--- config.mk ---
export PLATFORM = sky130hd
export DESIGN_NAME = dmem_port_arbiter
export DESIGN_NICKNAME = d
export VERILOG_FILES = /design/src/rtl/dmem_pkg.sv /design/src/rtl/dmem_lane_align.sv /design/src/rtl/dmem_port_arbiter.sv
export SDC_FILE = /design/constraint.sdc
export NUM_CORES = 1
export LEC_CHECK = 0
export BUFFER_PORTS_ARGS = -buffer_cell sky130_fd_sc_hd__clkbuf_2
export CAP_MARGIN = 5
export CORE_MARGIN = 4
export CORE_UTILIZATION = 45
export DETAILED_ROUTE_END_ITERATION = 16
export GPL_ROUTABILITY_DRIVEN = 0
export PLACE_DENSITY = 0.82
export REMOVE_ABC_BUFFERS = 1
export SLEW_MARGIN = 20
export SYNTH_ARGS = -nofsm -noshare
export SYNTH_HDL_FRONTEND = slang
export SYNTH_SLANG_ARGS = --single-unit
--- constraint.sdc ---
create_clock -name i_clk -period 2.2 [get_ports i_clk]
set_input_delay 0.22 -clock i_clk [delete_from_list [all_inputs] [get_ports i_clk]]
set_output_delay 0.22 -clock i_clk [all_outputs]
set_load 0.02 [all_outputs]
--- src/rtl/dmem_pkg.sv ---
// ----------------------------------------------------------------------------
// dmem_pkg
// Shared definitions for the data-memory port arbiter:
//   - RV32 load/store funct3 encodings
//   - arbiter FSM state type
//   - store opcodes decoded upstream of the arbiter
//   - f3_illegal(): flags funct3 codes that are not legal for the access type
// ----------------------------------------------------------------------------
package dmem_pkg;

   localparam logic [2:0] F3_B  = 3'b000;
   localparam logic [2:0] F3_H  = 3'b001;
   localparam logic [2:0] F3_W  = 3'b010;
   localparam logic [2:0] F3_BU = 3'b100;
   localparam logic [2:0] F3_HU = 3'b101;

   localparam logic [6:0] OPC_STORE   = 7'h23;
   localparam logic [6:0] OPC_PSRF_ST = 7'h24;

   typedef enum logic [1:0] {
      IDLE  = 2'd0,
      ISSUE = 2'd1,
      WAIT  = 2'd2,
      RESP  = 2'd3
   } state_e;

   // Stores only accept B/H/W; loads additionally accept BU/HU.
   function automatic logic f3_illegal(input logic we, input logic [2:0] f3);
      logic v_bad;
      case (f3)
         F3_B, F3_H, F3_W: v_bad = 1'b0;
         F3_BU, F3_HU:     v_bad = we;
         default:          v_bad = 1'b1;
      endcase
      return v_bad;
   endfunction

endpackage

--- src/rtl/dmem_lane_align.sv ---
// ----------------------------------------------------------------------------
// dmem_lane_align
// Combinational byte-lane helper shared by the store and load paths.
// Ports:
//   i_func3     access size/sign (RV32 funct3)
//   i_addr      byte offset inside the word
//   i_wdata     right-justified store data
//   i_rdata     raw word read from memory
//   o_we_mask   byte-lane write mask for a store of this size/offset
//   o_din       store data replicated across all lanes
//   o_rdata_ext selected byte/half, sign- or zero-extended; word passed through
//   o_misalign  half not on a 2-byte boundary or word not on a 4-byte boundary
// ----------------------------------------------------------------------------
module dmem_lane_align
   import dmem_pkg::*;
(
   input  logic [2:0]  i_func3,
   input  logic [1:0]  i_addr,
   input  logic [31:0] i_wdata,
   input  logic [31:0] i_rdata,
   output logic [3:0]  o_we_mask,
   output logic [31:0] o_din,
   output logic [31:0] o_rdata_ext,
   output logic        o_misalign
);

   logic [7:0]  w_byte;
   logic [15:0] w_half;

   // Pick the addressed byte and half out of the read word.
   always_comb begin
      w_byte = 8'd0;
      case (i_addr)
         2'd0:    w_byte = i_rdata[7:0];
         2'd1:    w_byte = i_rdata[15:8];
         2'd2:    w_byte = i_rdata[23:16];
         2'd3:    w_byte = i_rdata[31:24];
         default: w_byte = 8'd0;
      endcase
      if (i_addr[1]) begin
         w_half = i_rdata[31:16];
      end else begin
         w_half = i_rdata[15:0];
      end
   end

   // Size-dependent mask, lane replication, load extension and alignment.
   always_comb begin
      o_we_mask   = 4'b0000;
      o_din       = 32'd0;
      o_rdata_ext = 32'd0;
      o_misalign  = 1'b0;
      case (i_func3)
         F3_B: begin
            o_we_mask   = 4'b0001 << i_addr;
            o_din       = {4{i_wdata[7:0]}};
            o_rdata_ext = {{24{w_byte[7]}}, w_byte};
         end
         F3_H: begin
            o_we_mask   = i_addr[1] ? 4'b1100 : 4'b0011;
            o_din       = {2{i_wdata[15:0]}};
            o_rdata_ext = {{16{w_half[15]}}, w_half};
            o_misalign  = i_addr[0];
         end
         F3_W: begin
            o_we_mask   = 4'b1111;
            o_din       = i_wdata;
            o_rdata_ext = i_rdata;
            o_misalign  = |i_addr;
         end
         F3_BU: begin
            o_rdata_ext = {24'd0, w_byte};
         end
         F3_HU: begin
            o_rdata_ext = {16'd0, w_half};
            o_misalign  = i_addr[0];
         end
         default: begin
            o_we_mask = 4'b0000;
         end
      endcase
   end

endmodule

--- src/rtl/dmem_port_arbiter.sv ---
// ----------------------------------------------------------------------------
// dmem_port_arbiter
// Shares one data-memory port between the scalar LSU (requester 0) and the
// PSRF load/store unit (requester 1). One transaction is in flight at a time:
// IDLE (round-robin grant) -> ISSUE (one memory cycle) -> WAIT (loads only,
// RD_LAT cycles) -> RESP (held until the owner takes it).
// Ports:
//   i_clk, i_rst                  clock, synchronous active-high reset
//   i_req_valid/o_req_ready       per-requester request handshake
//   i_req_we/func3/addr/wdata     per-requester request fields
//   o_rsp_valid/i_rsp_ready       per-requester response handshake
//   o_rsp_rdata, o_rsp_err        shared response payload
//   o_mem_en/we/addr/din, i_mem_dout   data-memory port
// Parameters: AW word-address width, RD_LAT memory read latency (1..4).
// ----------------------------------------------------------------------------
module dmem_port_arbiter
   import dmem_pkg::*;
#(
   parameter int AW     = 12,
   parameter int RD_LAT = 1
) (
   input  logic              i_clk,
   input  logic              i_rst,
   input  logic [1:0]        i_req_valid,
   output logic [1:0]        o_req_ready,
   input  logic [1:0]        i_req_we,
   input  logic [1:0][2:0]   i_req_func3,
   input  logic [1:0][31:0]  i_req_addr,
   input  logic [1:0][31:0]  i_req_wdata,
   output logic [1:0]        o_rsp_valid,
   input  logic [1:0]        i_rsp_ready,
   output logic [31:0]       o_rsp_rdata,
   output logic              o_rsp_err,
   output logic              o_mem_en,
   output logic [3:0]        o_mem_we,
   output logic [AW-1:0]     o_mem_addr,
   output logic [31:0]       o_mem_din,
   input  logic [31:0]       i_mem_dout
);

   // The counter reaches 0 in the cycle the read data is valid.
   localparam logic [1:0] CNT_INIT = 2'(RD_LAT - 1);

   state_e          r_state;
   state_e          w_next;
   logic            r_last_grant;
   logic            r_grant;
   logic            r_we;
   logic [2:0]      r_func3;
   logic [AW+1:0]   r_addr;
   logic [31:0]     r_wdata;
   logic [1:0]      r_cnt;
   logic [31:0]     r_rsp_rdata;
   logic            r_rsp_err;

   logic            w_grant;
   logic            w_err;
   logic            w_misalign;
   logic [3:0]      w_we_mask;
   logic [31:0]     w_din;
   logic [31:0]     w_rdata_ext;
   logic            w_unused_addr;

   // Address bits above the memory window never reach the port.
   assign w_unused_addr = ^{i_req_addr[0][31:AW+2], i_req_addr[1][31:AW+2]};

   dmem_lane_align u_lane_align (
      .i_func3     (r_func3),
      .i_addr      (r_addr[1:0]),
      .i_wdata     (r_wdata),
      .i_rdata     (i_mem_dout),
      .o_we_mask   (w_we_mask),
      .o_din       (w_din),
      .o_rdata_ext (w_rdata_ext),
      .o_misalign  (w_misalign)
   );

   assign w_err       = f3_illegal(r_we, r_func3) | w_misalign;
   assign o_rsp_rdata = r_rsp_rdata;
   assign o_rsp_err   = r_rsp_err;

   // Round-robin grant: on contention the requester not served last wins.
   always_comb begin
      if (i_req_valid == 2'b11) begin
         w_grant = ~r_last_grant;
      end else if (i_req_valid[0]) begin
         w_grant = 1'b0;
      end else begin
         w_grant = 1'b1;
      end
   end

   // Next-state and memory/handshake outputs for the current state.
   always_comb begin
      w_next      = r_state;
      o_req_ready = 2'b00;
      o_rsp_valid = 2'b00;
      o_mem_en    = 1'b0;
      o_mem_we    = 4'b0000;
      o_mem_addr  = {AW{1'b0}};
      o_mem_din   = 32'd0;
      case (r_state)
         IDLE: begin
            if (|i_req_valid) begin
               o_req_ready[w_grant] = 1'b1;
               w_next               = ISSUE;
            end else begin
               w_next = IDLE;
            end
         end
         ISSUE: begin
            if (w_err) begin
               w_next = RESP;
            end else begin
               o_mem_en   = 1'b1;
               o_mem_addr = r_addr[AW+1:2];
               if (r_we) begin
                  o_mem_we  = w_we_mask;
                  o_mem_din = w_din;
                  w_next    = RESP;
               end else begin
                  w_next = WAIT;
               end
            end
         end
         WAIT: begin
            if (r_cnt == 2'd0) begin
               w_next = RESP;
            end else begin
               w_next = WAIT;
            end
         end
         RESP: begin
            o_rsp_valid[r_grant] = 1'b1;
            if (i_rsp_ready[r_grant]) begin
               w_next = IDLE;
            end else begin
               w_next = RESP;
            end
         end
         default: begin
            w_next = IDLE;
         end
      endcase
   end

   // FSM state register.
   always_ff @(posedge i_clk) begin
      if (i_rst) begin
         r_state <= IDLE;
      end else begin
         r_state <= w_next;
      end
   end

   // Request capture, read-latency counter and response payload.
   always_ff @(posedge i_clk) begin
      if (i_rst) begin
         r_last_grant <= 1'b1;
         r_grant      <= 1'b0;
         r_we         <= 1'b0;
         r_func3      <= 3'b000;
         r_addr       <= {(AW+2){1'b0}};
         r_wdata      <= 32'd0;
         r_cnt        <= 2'd0;
         r_rsp_rdata  <= 32'd0;
         r_rsp_err    <= 1'b0;
      end else begin
         case (r_state)
            IDLE: begin
               if (|i_req_valid) begin
                  r_grant      <= w_grant;
                  r_last_grant <= w_grant;
                  r_we         <= i_req_we[w_grant];
                  r_func3      <= i_req_func3[w_grant];
                  r_addr       <= i_req_addr[w_grant][AW+1:0];
                  r_wdata      <= i_req_wdata[w_grant];
                  // Stores and errors report zero data.
                  r_rsp_rdata  <= 32'd0;
                  r_rsp_err    <= 1'b0;
               end
            end
            ISSUE: begin
               if (w_err) begin
                  r_rsp_err <= 1'b1;
               end else if (!r_we) begin
                  r_cnt <= CNT_INIT;
               end
            end
            WAIT: begin
               if (r_cnt == 2'd0) begin
                  r_rsp_rdata <= w_rdata_ext;
               end else begin
                  r_cnt <= r_cnt - 2'd1;
               end
            end
            default: begin
               r_cnt <= r_cnt;
            end
         endcase
      end
   end

endmodule

==> results of run 1 <==
power groups by stage:
stage | clock network [W] | logic, W | registers, W
finish | 0.00128 | 0.00203 | 0.00206
global placement | 0 | 0.00184 | 0.00205
global route | 0.00138 | 0.00223 | 0.00209
detailed placement | 0 | 0.00190 | 0.00207
floorplan | 0 | 0.00119 | 0.00218
CTS | 0.00131 | 0.00194 | 0.00204
metrics by stage:
step                instances  area (sq um)  total power, W
finish                    891          6500         0.00538
global route              891          6500         0.00569
CTS                       884          6330         0.00529
detailed placement        867          6060         0.00397
global placement          867          6060         0.00389
floorplan                 487          4570         0.00337
repair_timing:
| action | 4_1_cts | 5_1_grt |
|---|---|---|
| pin swaps | 2 | 3 |
| endpoints found under the setup margin | 36 | 37 |
| gates resized for setup | 9 | 35 |
| gates cloned | 1 | 2 |
| buffers inserted | 0 | 5 |
cell families after synthesis:
| kind of cell | count (synthesis) | share of synthesized area (%) |
|---|---|---|
| multiplexers | 70 | 16.9 |
| adder cells (fa/ha/maj) | 1 | 0.259 |
| AO/OA/AOI/OAI | 151 | 22.8 |
| flip-flops | 89 | 36.9 |
| AND/OR/NAND/NOR | 169 | 17.3 |
| buffers and inverters | 56 | 5.78 |
worst paths after layout:
kind / to / cells past startpoint
hold reg to reg: o_rsp_rdata[13] / 2
setup reg to reg: o_rsp_rdata[18] / 6
setup / recovery: o_mem_din[20] / 6
hold / removal: o_rsp_rdata[5] / 3
final cells by class:
type                    instances  area (sq um)  area share (%)
multi-input cells             394          2890            44.5
clock buffers                  11           151            2.33
clock inverters                 5          77.6            1.19
inverters                       7          26.3           0.404
repair buffers                249          1400            21.5
flip-flops and latches         89          1790            27.5
well taps                     136           170            2.62
state kept, by name (all words and copies together) (netlist names):
register      count
o_rsp_rdata      32
r_wdata          32
r_addr           14
r_func3           3
r_cnt             2
r_state           2
o_rsp_err         1
r_grant           1
r_last_grant      1
r_we              1
layout by cell type (no fill, tap or decap), types with 2 or more instances in the layout:
cell type / netlist / layout
inv_1: 6 / 6
nor4_4: 1 / 2
clkbuf_8: 0 / 11
a22oi_1: 9 / 9
a2bb2oi_1: 16 / 16
buf_12: 0 / 4
nor2_2: 0 / 2
mux2i_1: 52 / 52
and2_1: 21 / 21
clkbuf_2: 1 / 209
bufinv_16: 0 / 2
mux4_2: 7 / 7
nor2b_1: 10 / 9
buf_6: 4 / 2
dfxtp_2: 0 / 3
nand2_1: 24 / 24
a221o_1: 16 / 16
and3_1: 3 / 2
a21oi_1: 31 / 30
buf_2: 21 / 3
a211oi_1: 50 / 50
mux2_2: 10 / 10
nor2_1: 94 / 92
clkinv_2: 0 / 2
dfxtp_1: 89 / 85
nand3_4: 1 / 4
o21ai_1: 2 / 2
buf_4: 3 / 31
nor3_1: 3 / 3
a221oi_1: 8 / 8
o21ai_0: 14 / 13
worst min-delay path: stages:
cell,delay (ps)
clkbuf_2,90
nand2_1,40
nand2_1,40
routing by layer:
metal	routed length, microns	share of wire, %	up-vias	global-route usage (%)
met5	0	0	-	0
met4	285	1.9	0	7.54
met3	968	6.5	24	4.18
met2	7420	50	225	40.0
met1	6210	42	2322	28.2
li1	-	-	2407	-
==> impl_metrics.tcl, run 1 <==
set metrics [dict create \
    timing.final.setup_violations 0 \
    fmax_mhz 468 \
    io-pin-count 260 \
    p_per_area_nw_per_um2 827 \
    grt_antenna_before_repair 0 \
    rsz0062_at_grt "yes" \
    worst-path-max-fanout 7 \
    final_antenna_net_count 0 \
    placement.setup.worst_slack_ps 175 \
    crit_buf_inv 2 \
    switchingPower_w 0.00191 \
    tritoncts "done" \
    combinationalPowerShare_pct 37.8 \
    post_synth_edffs 0 \
    clkLatencyLatePin_ps 370 \
    worst_hold_slack_ps 57.3 \
    clkSlewWorstSetupHoldPaths_ps 80 \
    critPathLaunchType "flip-flop" \
    critical_path.slowest_cell "dfxtp_2" \
    setup.worst_path.end_class "output pin" \
    grt_pass1_vias 4916 \
    buffer_ports.inserted 223 \
    cts_inserted_buffers 9 \
    timing_hold_violations_final 0 \
    crit_start "r_func3[0]" \
    post_drt_via_cell_ratio 5.59 \
    post_synth_inst_count 536 \
    mean_syn_cell_area_sq_um 9.00 \
    p_clk_share_pct 23.8 \
    wire_length_of_the_first_global_routing_pass_microns 23600 \
    drive_above_1_share_pct 40.4 \
    critical_path_class "reg -> out" \
    ys_warn_count 0 \
    firstDrtPassIters 5 \
    final.period_utilization_pct 97.2 \
    final_period_minus_worst_setup_slack_ps 2140 \
    die-area_sq_um 12400 \
    yosysSeqAreaShare_pct 36.9 \
    grt_use_total_pct 22.8 \
    critical_path.cell_chain "a221oi_4 -> o21a_4 -> buf_12 -> nand3_4 -> nor2_1 -> buf_4" \
    slew_headroom_pct 54.4 \
    die_y_microns 112 \
    hold_buffers 0 \
    yosys.area.top_type "dfxtp_1" \
    finalNetCount 925 \
    holdCritPathClass "in -> reg" \
    number_of_standard_cell_rows_in_the_floorplan 37 \
    fin_worst_skew_ps 11.4 \
    fin_util_pct 62.7 \
    route.final.wire_length_microns 14900 \
    design.core.area_sq_um 10400 \
    area_growth_syn_to_layout_pct 34.8 \
    antenna-diode-count 0 \
    leading_post_synthesis_cells_by_instance_count "nor2_1, dfxtp_1, mux2i_1, a211oi_1, a21oi_1" \
    htreeDepth 3 \
    critical_path.reg2reg.startpoint "r_addr[1]" \
    grt_max_degree 68 \
    static-leakage-power_nw 3.06 \
    cell_with_the_most_instances_after_synthesis "nor2_1" \
    postSynthRegisterBits 89 \
    maxSlewViolCount 0 \
    max_buffers_root_to_sink 2 \
    post_layout_worst_setup_margin_ps 61.5 \
    wire_per_inst_microns 16.7 \
    layout.filler_cells 897 \
    drtIter0Drc 459 \
    max-vdd-ir-drop_uv 481 \
    synthArstFlopShare_pct 0 \
    cp_top_family "compound AO/OA/AOI/OAI gates" \
    yosys.cell_types.count 47 \
    setup_tns_ps 0 \
    highest_cell_delay_on_the_worst_timing_path_ps 370 \
    root_buffer "clkbuf_8" \
    worst-r2r-setup-slack_ps 240 \
    run_status "finished clean" \
    power.share.sequential_pct 38.3 \
    most_used_flip_flop_cell_after_synthesis "dfxtp_1" \
    dp_hpwl_microns 10700 \
    internal-power_w 0.00347 \
    switching_power_as_a_share_of_total_power_pct 35.6 \
    cts_num_sinks 89 \
    post_synth_instance_area_sq_um 4820 \
    post_synth_main_area_contributors "dfxtp_1, mux2i_1, a211oi_1, nor2_1, a221o_1" \
    maxCapViolations 0 \
    initial_core_util_pct 46.5 \
    critical_path_arrival_ps 1920 \
    die_x_microns 112 \
    globalRouteOverflowTotal 0 \
    tightestPinTransition_ps 682 \
    min-delay-start "i_mem_dout[5]" \
    required_time_at_the_endpoint_of_the_critical_path_ps 1980 \
    route.detailed.drc 0 \
    yosysTopAreaCellShare_pct 36.9 \
    routed-via-count 4978 \
]
Note: power is estimated with default switching activity, not from simulation.
==> run 2: changes to the inputs <==
--- a/config.mk
+++ b/config.mk
@@ -13,6 +13,7 @@
 export GPL_ROUTABILITY_DRIVEN = 0
 export PLACE_DENSITY = 0.82
 export REMOVE_ABC_BUFFERS = 1
+export SETUP_SLACK_MARGIN = 0.1
 export SLEW_MARGIN = 20
 export SYNTH_ARGS = -nofsm -noshare
 export SYNTH_HDL_FRONTEND = slang
==> impl_metrics.tcl, run 2 (synthesis results as in run 1) <==
set metrics [dict create \
    antenna-diode-count 0 \
    maxCapViolations 0 \
    worst-r2r-cell-count 6 \
    setup.worst_path.end_class "output pin" \
    die_x_microns 112 \
    grt_max_degree 68 \
    wire_length_of_the_first_global_routing_pass_microns 24500 \
    wire_per_inst_microns 17.5 \
    p_per_area_nw_per_um2 806 \
    critical_path.cell_chain "a221oi_4 -> o21a_4 -> buf_12 -> nand3_4 -> nor2_2 -> buf_4" \
    timing_hold_violations_final 0 \
    critical_path.slowest_cell "dfxtp_4" \
    maxSlewViolCount 0 \
    critPathLaunchType "flip-flop" \
    final_period_minus_worst_setup_slack_ps 2120 \
    worst_hold_slack_ps 60.6 \
    design.core.area_sq_um 10400 \
    cp_top_family "compound AO/OA/AOI/OAI gates" \
    hold_buffers 0 \
    number_of_standard_cell_rows_in_the_floorplan 37 \
    dp_cells 867 \
    final_cells 895 \
    routed-via-count 5077 \
    dp_hpwl_microns 10700 \
    min_delay_path_depth 3 \
    post_drt_via_cell_ratio 5.67 \
    static-leakage-power_nw 3.15 \
    globalRouteOverflowTotal 0 \
    route.detailed.drc 0 \
    die-area_sq_um 12400 \
    highest_cell_delay_on_the_worst_timing_path_ps 380 \
    clkSlewWorstSetupHoldPaths_ps 90 \
    timing.final.setup_violations 0 \
    critical_path_arrival_ps 1900 \
    required_time_at_the_endpoint_of_the_critical_path_ps 1980 \
    run_status "finished clean" \
    finalNetCount 929 \
    grt_antenna_before_repair 0 \
    buffer_ports.inserted 223 \
    root_buffer "clkbuf_8" \
    area_growth_syn_to_layout_pct 43.2 \
    drtIter0Drc 504 \
    cts_num_sinks 89 \
    holdCritPathClass "in -> reg" \
    die_y_microns 112 \
    fin_worst_skew_ps 12.0 \
    initial_core_util_pct 46.5 \
    rsz0062_at_grt "yes" \
    critical_path_class "reg -> out" \
    layout.cells.most_common "clkbuf_2" \
    mostFrequentLayoutCells "clkbuf_2, dfxtp_1, nor2_1" \
    drive_above_1_share_pct 45.5 \
    tightestPinTransition_ps 689 \
    htreeDepth 3 \
    cp.depth 6 \
    grt_pass1_vias 5092 \
    final.period_utilization_pct 96.4 \
    worst-path-max-fanout 7 \
    fmax_mhz 472 \
    final_antenna_net_count 0 \
    layout.filler_cells 833 \
    max-vdd-ir-drop_uv 481 \
    crit_buf_inv 2 \
    firstDrtPassIters 5 \
    cts_inserted_buffers 9 \
    tritoncts "done" \
    io-pin-count 260 \
    grt_use_total_pct 23.7 \
    clkLatencyLatePin_ps 360 \
    slew_headroom_pct 53.9 \
    max_buffers_root_to_sink 2 \
    route.final.wire_length_microns 15700 \
]
==> run 2: layout make-up <==
class	instances	area [sq um]	area share [%]
Multi-Input combinational cell	394	3070	44.4
Sequential cell	89	1800	26.0
Timing Repair Buffer	253	1620	23.4
Tap cell	136	170	2.46
Clock buffer	11	151	2.19
Clock inverter	5	77.6	1.12
Inverter	7	30.0	0.435
==> run 2: repair_timing <==
action / in CTS / in global routing
endpoints found under the hold margin: 0 / 0
buffers inserted: 4 / 5
setup endpoints to repair: 36 / 56
gates cloned: 3 / 0
pin swaps: 8 / 31
resized for setup: 42 / 125
==> run 2: final timing paths <==
| kind | startpoint | endpoint | slack [ps] |
|---|---|---|---|
| worst min-delay path | i_mem_dout[5] | o_rsp_rdata[5] | 60 |
| worst max-delay path | r_func3[0] | o_mem_we[2] | 80 |
| worst min register to register | o_rsp_rdata[13] | o_rsp_rdata[13] | 460 |
| worst max register to register | r_addr[1] | o_rsp_rdata[22] | 280 |
==> run 2: worst min-delay path: cells and delay by family <==
family	cells	cell delay, ps
buffers and inverters	1	90
and+or+nand+nor	2	80
==> run 2: layer usage <==
layer	up-vias	wire length (microns)	GRT usage, %
li1	2422	-	-
met5	-	0	0
met4	0	416	9.57
met3	35	1090	4.35
met1	2363	6190	28.8
met2	257	7950	41.4
==> run 2: stage by stage <==
step	cell area (sq um)	total power, W	worst slack, ps	setup TNS, ps	utilization [%]
after CTS	6530	0.00541	75.7	0	63.0
after global routing	6910	0.00588	-19.9	-22.2	66.6
after global placement	6060	0.00389	261	0	58.5
final	6910	0.00557	80.2	0	66.6
after detailed placement	6060	0.00397	175	0	58.5
after floorplan	4570	0.00337	-4730	-225410	-
==> run 2: power breakdown <==
| part | switching (W) | total [W] | internal (W) |
|---|---|---|---|
| clock | 0.000584 | 0.00128 | 0.000698 |
| combinational | 0.00125 | 0.00222 | 0.000967 |
| sequential | 0.000194 | 0.00207 | 0.00187 |
